File: src/rtl/reg_seq_pkg.sv
// Shared definitions for the register sequencer: command op-codes, FSM states
// and bit positions inside the registered strobe vector.
package reg_seq_pkg;

    localparam int OP_W = 3;

    localparam logic [OP_W-1:0] OP_NOP  = 3'd0;
    localparam logic [OP_W-1:0] OP_CLR  = 3'd1;
    localparam logic [OP_W-1:0] OP_LOAD = 3'd2;
    localparam logic [OP_W-1:0] OP_INC  = 3'd3;
    localparam logic [OP_W-1:0] OP_DEC  = 3'd4;
    localparam logic [OP_W-1:0] OP_SHR  = 3'd5;
    localparam logic [OP_W-1:0] OP_SHL  = 3'd6;
    localparam logic [OP_W-1:0] OP_ALU  = 3'd7;

    typedef enum logic [1:0] {
        S_IDLE = 2'd0,
        S_RUN  = 2'd1,
        S_DONE = 2'd2
    } state_e;

    localparam int STB_CL  = 0;
    localparam int STB_LD  = 1;
    localparam int STB_INC = 2;
    localparam int STB_DEC = 3;
    localparam int STB_SR  = 4;
    localparam int STB_SL  = 5;
    localparam int STB_W   = 6;

    // Ops that honour cmd_cnt; all others run exactly one strobe cycle.
    function automatic logic is_repeat_op(input logic [OP_W-1:0] op);
        return (op == OP_INC) || (op == OP_DEC) || (op == OP_SHR) || (op == OP_SHL);
    endfunction

endpackage

File: src/rtl/reg_seq_strobe_dec.sv
// Registered decoder from the next FSM state and op to the one-hot strobe
// vector, so the register sees glitch-free strobes aligned with RUN cycles.
module reg_seq_strobe_dec
    import reg_seq_pkg::*;
(
    input  logic             clk,
    input  logic             rst,
    input  state_e           state_d,
    input  logic [OP_W-1:0]  op_d,
    input  logic             fill_d,
    output logic [STB_W-1:0] strobe_q,
    output logic             ir_q,
    output logic             il_q
);

    logic [STB_W-1:0] strobe_d;
    logic             ir_d;
    logic             il_d;

    always_comb begin
        strobe_d = '0;
        ir_d     = 1'b0;
        il_d     = 1'b0;
        if (state_d == S_RUN) begin
            case (op_d)
                OP_CLR:          strobe_d[STB_CL]  = 1'b1;
                OP_LOAD, OP_ALU: strobe_d[STB_LD]  = 1'b1;
                OP_INC:          strobe_d[STB_INC] = 1'b1;
                OP_DEC:          strobe_d[STB_DEC] = 1'b1;
                OP_SHR: begin
                    strobe_d[STB_SR] = 1'b1;
                    ir_d             = fill_d;
                end
                OP_SHL: begin
                    strobe_d[STB_SL] = 1'b1;
                    il_d             = fill_d;
                end
                default: strobe_d = '0;
            endcase
        end
    end

    always_ff @(posedge clk or posedge rst) begin
        if (rst) begin
            strobe_q <= '0;
            ir_q     <= 1'b0;
            il_q     <= 1'b0;
        end else begin
            strobe_q <= strobe_d;
            ir_q     <= ir_d;
            il_q     <= il_d;
        end
    end

endmodule

File: src/rtl/reg_sequencer.sv
// Command-driven initiator for a 4-bit register and its ALU: one command per
// valid/ready handshake, expanded into timed register strobes, then a done pulse.
module reg_sequencer
    import reg_seq_pkg::*;
#(
    parameter int WIDTH = 4,
    parameter int OC_W  = 3,
    parameter int CNT_W = 3
) (
    input  logic             clk,
    input  logic             rst,
    input  logic             cmd_valid,
    output logic             cmd_ready,
    input  logic [OP_W-1:0]  cmd_op,
    input  logic [WIDTH-1:0] cmd_arg,
    input  logic [CNT_W-1:0] cmd_cnt,
    input  logic [OC_W-1:0]  cmd_oc,
    input  logic [WIDTH-1:0] reg_out,
    output logic             cl,
    output logic             ld,
    output logic             inc,
    output logic             dec,
    output logic             sr,
    output logic             sl,
    output logic             ir,
    output logic             il,
    output logic [WIDTH-1:0] reg_in,
    output logic [OC_W-1:0]  oc,
    output logic [WIDTH-1:0] a,
    output logic [WIDTH-1:0] b,
    input  logic [WIDTH-1:0] f,
    output logic             done,
    output logic [WIDTH-1:0] result
);

    state_e           state_q, state_d;
    logic [OP_W-1:0]  op_q, op_d;
    logic [WIDTH-1:0] arg_q, arg_d;
    logic [CNT_W-1:0] rem_q, rem_d;
    logic [WIDTH-1:0] result_q, result_d;
    logic [WIDTH-1:0] reg_in_q, reg_in_d;
    logic [WIDTH-1:0] a_q, a_d;
    logic [WIDTH-1:0] b_q, b_d;
    logic [OC_W-1:0]  oc_q, oc_d;
    logic             alu_run_q, alu_run_d;
    logic [STB_W-1:0] strobe;
    logic             accept;
    logic             run_d;

    // State register
    always_ff @(posedge clk or posedge rst) begin
        if (rst) begin
            state_q <= S_IDLE;
            op_q    <= OP_NOP;
            arg_q   <= '0;
            rem_q   <= '0;
        end else begin
            state_q <= state_d;
            op_q    <= op_d;
            arg_q   <= arg_d;
            rem_q   <= rem_d;
        end
    end

    // Next-state logic; rem counts strobe cycles still to issue.
    always_comb begin
        state_d = state_q;
        op_d    = op_q;
        arg_d   = arg_q;
        rem_d   = rem_q;
        accept  = cmd_valid && (state_q == S_IDLE);
        case (state_q)
            S_IDLE: begin
                if (accept) begin
                    op_d  = cmd_op;
                    arg_d = cmd_arg;
                    if (cmd_op == OP_NOP || (is_repeat_op(cmd_op) && cmd_cnt == '0)) begin
                        state_d = S_DONE;
                        rem_d   = '0;
                    end else begin
                        state_d = S_RUN;
                        rem_d   = is_repeat_op(cmd_op) ? cmd_cnt : CNT_W'(1);
                    end
                end
            end
            S_RUN: begin
                rem_d = rem_q - CNT_W'(1);
                if (rem_q <= CNT_W'(1)) begin
                    state_d = S_DONE;
                    rem_d   = '0;
                end
            end
            S_DONE:  state_d = S_IDLE;
            default: state_d = S_IDLE;
        endcase
    end

    // Single-cycle LOAD/ALU operands are captured on entry to RUN; the
    // register does not move on that edge, so a_q equals reg_out during RUN.
    always_comb begin
        run_d     = (state_d == S_RUN);
        alu_run_d = run_d && (op_d == OP_ALU);
        reg_in_d  = (run_d && op_d == OP_LOAD) ? arg_d : '0;
        oc_d      = alu_run_d ? cmd_oc : '0;
        a_d       = alu_run_d ? reg_out : '0;
        b_d       = alu_run_d ? arg_d : '0;
        result_d  = (state_q == S_DONE) ? reg_out : result_q;
    end

    always_ff @(posedge clk or posedge rst) begin
        if (rst) begin
            reg_in_q  <= '0;
            oc_q      <= '0;
            a_q       <= '0;
            b_q       <= '0;
            alu_run_q <= 1'b0;
            result_q  <= '0;
        end else begin
            reg_in_q  <= reg_in_d;
            oc_q      <= oc_d;
            a_q       <= a_d;
            b_q       <= b_d;
            alu_run_q <= alu_run_d;
            result_q  <= result_d;
        end
    end

    reg_seq_strobe_dec u_strobe_dec (
        .clk      (clk),
        .rst      (rst),
        .state_d  (state_d),
        .op_d     (op_d),
        .fill_d   (arg_d[0]),
        .strobe_q (strobe),
        .ir_q     (ir),
        .il_q     (il)
    );

    // Outputs
    always_comb begin
        cmd_ready = (state_q == S_IDLE);
        done      = (state_q == S_DONE);
        cl        = strobe[STB_CL];
        ld        = strobe[STB_LD];
        inc       = strobe[STB_INC];
        dec       = strobe[STB_DEC];
        sr        = strobe[STB_SR];
        sl        = strobe[STB_SL];
        reg_in    = alu_run_q ? f : reg_in_q;
        oc        = oc_q;
        a         = a_q;
        b         = b_q;
        result    = result_q;
    end

endmodule

File: config.mk
export PLATFORM = sky130hd
export DESIGN_NAME = reg_sequencer
export DESIGN_NICKNAME = d
export VERILOG_FILES = /design/src/rtl/reg_seq_pkg.sv /design/src/rtl/reg_seq_strobe_dec.sv /design/src/rtl/reg_sequencer.sv
export SDC_FILE = /design/constraint.sdc
export NUM_CORES = 1
export LEC_CHECK = 0
export ABC_AREA = 1
export CAP_MARGIN = 20
export CORE_ASPECT_RATIO = 1.2
export CORE_UTILIZATION = 35
export CTS_CLUSTER_SIZE = 28
export DETAILED_ROUTE_END_ITERATION = 7
export GPL_ROUTABILITY_DRIVEN = 0
export PLACE_DENSITY_LB_ADDON = 0.2
export SKIP_CTS_REPAIR_TIMING = 1
export SKIP_LAST_GASP = 1
export SLEW_MARGIN = 0
export SYNTH_ARGS = -nofsm -noshare
export SYNTH_HDL_FRONTEND = slang
export SYNTH_HIERARCHICAL = 1
export SYNTH_SLANG_ARGS = --single-unit
File: constraint.sdc
create_clock -name clk -period 3 [get_ports clk]
set_clock_uncertainty 0.1 [all_clocks]
set_input_delay 0.45 -clock clk [delete_from_list [all_inputs] [get_ports clk]]
set_output_delay 0.45 -clock clk [all_outputs]
set_load 0.05 [all_outputs]
==> flow_metrics.tcl <==
set metrics [dict create \
    status "completed" \
    htree_levels 2 \
    slowest_stage "clkdlybuf4s50_1" \
    cp.arrival_ps 1830 \
    cp_top_family "buffers and inverters" \
    die_y_um 79.6 \
    num-nets-final 277 \
    drive_gt1_share_pct 14.7 \
    syn_avg_cell_area_sq_um 9.14 \
    dieWidth_um 66.6 \
    synth.net_count 218 \
    fin_crit_sh_pct 79.3 \
    crit_cells 3 \
    netlist_instances 192 \
    grt_pass1_vias 1310 \
    holdWs_ps 329 \
    dp_hpwl_mm 2.53 \
    syn_to_final_growth_pct 38.0 \
    finalSetupTns_ps 0 \
    cts_made_buffers 5 \
    ir_drop_v 0.000388 \
    grt_pass1_wl_mm 5.59 \
    start_kind "primary input" \
    grt_antenna_before_repair 0 \
    seq_area_sq_mm 0.00100 \
    grt-ovfl-total 0 \
    vias 1377 \
    min_period_ps 2380 \
    use_met1_pct 16.9 \
    grt_max_degree 33 \
    worst_pin_slew_ps 550 \
    rsz0062_at_grt "false" \
    hold_violations 0 \
    grt_use_met2_pct 24.0 \
    hold_class "primary input to asynchronous set/reset pin" \
    clock_sinks 40 \
    path_cells "clkdlybuf4s50_1, mux2_2, clkdlybuf4s50_1" \
    num-fill-cells 479 \
    yosys-top-cells-area "dfrtp_1, nand2_1, inv_1" \
    slowest_delay_ps 790 \
    cts_buffer_depth 2 \
    drt_iter0_drc 35 \
    final-setup-viol-count 0 \
    track_usage_pct 14.3 \
    ant_nets 0 \
    routed_via_density 4.46 \
    cp_num_buf_inv 2 \
    path_clk_slew_ps 70 \
    start_util_pct 37.4 \
    layout_setup_ws_ps 621 \
    power_leakage_uw 0.00122 \
    die_area_sq_mm 0.00530 \
    ios 53 \
    clk_latency_ps 280 \
    fmax_mhz 420 \
    r2r_cells 6 \
    dr.pass1.iters 4 \
    finalWirelength_mm 3.26 \
    multi_input_area_sq_um 607 \
    maxCapViolations 0 \
    busiest_layer "met2" \
    crit_required_ps 2450 \
    critPathKind "primary input to primary output" \
    wire_per_inst_um 10.6 \
    cpMostUsedCell "clkdlybuf4s50_1" \
    synth-seq-cells 40 \
    yosys_warnings 6 \
    report.final.slew_viol_count 0 \
    endpoint_kind "primary output" \
    pre_cts_slack_ps 614 \
    drc_errors 0 \
    cts_tree "done" \
    rows 27 \
    cts_root_buffer "clkbuf_8" \
    met3_usage_pct 4.57 \
    coreArea_sq_mm 0.00470 \
    yosysTopAreaCellShare_pct 57.1 \
    seq_area_frac_synth_pct 57.1 \
    diodes 0 \
    synth_area_sq_mm 0.00175 \
    cp_max_fo 1 \
    synth_top_area_cell "dfrtp_1" \
    netlist-cell-type-count 18 \
    relSlewSlack_pct 63.0 \
    port_buffers 52 \
    power_density_mw_per_mm2 883 \
]
sequential cells by signal, indices dropped and copies added, names as in the netlist:
signal	cells
alu_run_q	1
a	4
arg_q	4
rem_q	3
reg_in_q	4
state_q	2
u_strobe_dec/il_q	1
u_strobe_dec/ir_q	1
op_q	3
result	4
oc	3
u_strobe_dec/strobe_q	6
b	4
worst paths after layout:
path                            slack (ps)                          end                   from
worst max-delay path                   620                    reg_in[3]                   f[3]
worst min-delay path                   330  u_strobe_dec/ir_q$_DFF_PP0_                    rst
worst max register to register        1220              oc[1]$_DFF_PP0_   rem_q[0]$_DFFE_PP0P_
worst min register to register         390        result[2]$_DFFE_PP0P_  result[2]$_DFFE_PP0P_
max in group asynchronous             2030              oc[0]$_DFF_PP0_                    rst
min in group clk                       390        result[2]$_DFFE_PP0P_  result[2]$_DFFE_PP0P_
stage by stage:
stage / std cells / power (uW) / cell area [sq um] / util [%]
final: 309 / 2140 / 2420 / 51.6
after detailed placement: 302 / 1830 / 2340 / 49.9
after global routing: 309 / 2320 / 2420 / 51.6
after floorplan: 192 / 1520 / 1750 / -
after CTS: 309 / 2160 / 2420 / 51.6
after global placement: 302 / 1810 / 2340 / 49.9
power breakdown:
| group | internal [uW] | switching [uW] | leakage, uW | total, uW |
|---|---|---|---|---|
| registers | 677 | 65.2 | 0.000528 | 743 |
| logic | 342 | 727 | 0.000646 | 1070 |
| clock network | 158 | 168 | 0.0000410 | 326 |
| total | 1180 | 960 | 0.00122 | 2140 |
per-layer routing:
layer | up-vias | wire (um) | share of wire (%)
met1 | 635 | 1420 | 44
met3 | 4 | 214 | 6.6
li1 | 695 | - | -
met4 | 0 | 46 | 1.4
met5 | - | 0 | 0
met2 | 43 | 1580 | 48
kinds of logic (layout without fill, tap and decap cells):
group	Yosys count	after routing	synth area share (%)
buffers and inverters	37	96	8.35
adder cells (fa/ha/maj)	2	2	1.43
AND/OR/NAND/NOR	94	94	25.7
flip-flops	40	40	57.1
AO/OA/AOI/OAI	15	15	4.92
multiplexers	4	4	2.57
synth_stat cells, drive strengths merged:
master,n
mux2,4
nand3,11
dfrtp,40
inv,36
or2,4
ha,2
buf,1
nor3,1
nand2,45
nand4,1
nor2,32
o21ai,15
cells in the final DEF, fill, tap and decap left out, drive strengths merged:
master / netlist / layout
clkinv: 0 / 1
nor2: 32 / 32
nand2: 45 / 45
clkdlybuf4s50: 0 / 52
dfrtp: 40 / 40
nand4: 1 / 1
mux2: 4 / 4
o21ai: 15 / 15
inv: 36 / 36
nor3: 1 / 1
or2: 4 / 4
clkbuf: 0 / 6
buf: 1 / 1
nand3: 11 / 11
ha: 2 / 2
cell type report:
cell class	instances	area share, %
Multi-Input combinational cell	115	25.1
Clock inverter	1	0.207
Timing Repair Buffer	53	21.8
Tap cell	58	3.00
Clock buffer	6	3.00
Inverter	36	5.58
Sequential cell	40	41.3
Power figures use the tool's default switching activity.
==> RTL change: new RTL, same flow settings <==
Change the parameter `CNT_W` from 3 to 6.
--- a/src/rtl/reg_sequencer.sv
+++ b/src/rtl/reg_sequencer.sv
@@ -5,7 +5,7 @@
 #(
     parameter int WIDTH = 4,
     parameter int OC_W  = 3,
-    parameter int CNT_W = 3
+    parameter int CNT_W = 6
 ) (
     input  logic             clk,
     input  logic             rst,
Ports: changed (resized cmd_cnt); port bits go from 53 to 56. No check against the original RTL was run, so the function may have changed too.
==> RTL change against the unedited design <==
Total power up 24%. Count of clock-buffer cells in the layout down 1. Worst setup slack about the same. Design area up 12%. Worst hold slack worse by 0.0057 ns. Sequential cell count up 3. Wire length up 31%. Register-to-register slack worse by 0.33 ns. Area after synthesis up 14%.
==> RTL change: results (changes against the unedited design) <==
synthAdderAreaFrac_pct: 1.26  # was 1.43%
path_clk_slew_ns: 0.08
grt_usage_pct: 15.7  # was 14.3%
synth_cell_types: 22  # was 18
io_buffers: 55  # was 52
outcome: "completed"  # unchanged
drtIter0Drc: 89  # was 35
reg2reg_depth: 9  # was 6
drive_gt1_share_pct: 13.2  # was 14.7%
finalWirelength_um: 4260  # was 3260 um
grt_first_pass_wirelength_um: 7340  # was 5590 um
synth_compound_area_share_pct: 5.34  # was 4.92%
hpwl_um: 3140  # was 2530 um
ys_seq_area_share_pct: 54.0  # was 57.1%
synthTopCellsByArea: "dfrtp_1, nand2_1, inv_1"  # unchanged
grt_max_degree: 36  # was 33
timing.rr.end: "a[3]"  # was oc[1]
synth_xor_xnor_area_share_pct: 0.439  # was 0%
whs_ns: 0.323  # was 0.329 ns
tightestPinTransition_ns: 0.509  # was 0.550 ns
dr.pass1.iters: 6  # was 4
n_fill_cell: 532  # was 479
cts_buffer_depth: 2  # unchanged
dp_worst_setup_slack_ns: 0.615  # was 0.614 ns
crit_path_start: "f[0]"  # was f[3]
syn_nets: 263  # was 218
synth_common_cells: "nand2_1, dfrtp_1, inv_1, nor2_1, o21ai_0"  # was dfrtp_1, nand2_1, inv_1, nor2_1, o21ai_0
fin_nets: 324  # was 277
endpoint: "reg_in[0]"  # was reg_in[3]
p_leak_uw: 0.00137  # was 0.00122 uW
synth.area.mux_share_pct: 2.26  # was 2.57%
reg2reg_slack_ns: 0.89  # was 1.22 ns
reg_top3: "rem_q x6, u_strobe_dec/strobe_q x6"
yosysTopAreaCellShare_pct: 54.0  # was 57.1%
routed-via-count: 1622  # was 1377
[RTL change: metrics by stage]
stage | instance area (sq um) | std cells
after global routing | 2720 | 358
final | 2720 | 358
after CTS | 2720 | 358
after global placement | 2610 | 350
after detailed placement | 2610 | 350
after floorplan | 1990 | 234
[RTL change: report_power, final]
| part | switching, uW | internal [uW] | total [uW] |
|---|---|---|---|
| logic | 919 | 439 | 1360 |
| registers | 87.5 | 752 | 840 |
| clock network | 204 | 248 | 452 |
[RTL change: layer usage]
metal / vias up / track usage, % / wire, um
met2: 36 / 27.7 / 2170
met5: - / 0 / 0
li1: 826 / - / -
met3: 5 / 4.56 / 146
met4: 0 / 4.91 / 54
met1: 755 / 18.2 / 1890
[RTL change: layout make-up]
cell class / count / area (sq um) / share of cell area (%)
Timing Repair Buffer: 56 / 558 / 20.5
Tap cell: 62 / 77.6 / 2.85
Clock inverter: 3 / 43.8 / 1.61
Inverter: 43 / 163 / 5.98
Clock buffer: 5 / 68.8 / 2.53
Sequential cell: 43 / 1080 / 39.6
Multi-Input combinational cell: 146 / 732 / 26.9
[RTL change: kinds of logic (layout without fill, tap and decap cells)]
family	Yosys count	after routing
fa+ha+maj	2	2
simple gates	119	119
flops	43	43
buf+inv	45	107
mux	4	4
xor+xnor	1	1
compound gates	20	20
[RTL change: critical path, cell delays in order]
cell	delay, ns
clkdlybuf4s50_1	0.46
mux2_2	0.14
clkdlybuf4s50_1	0.79
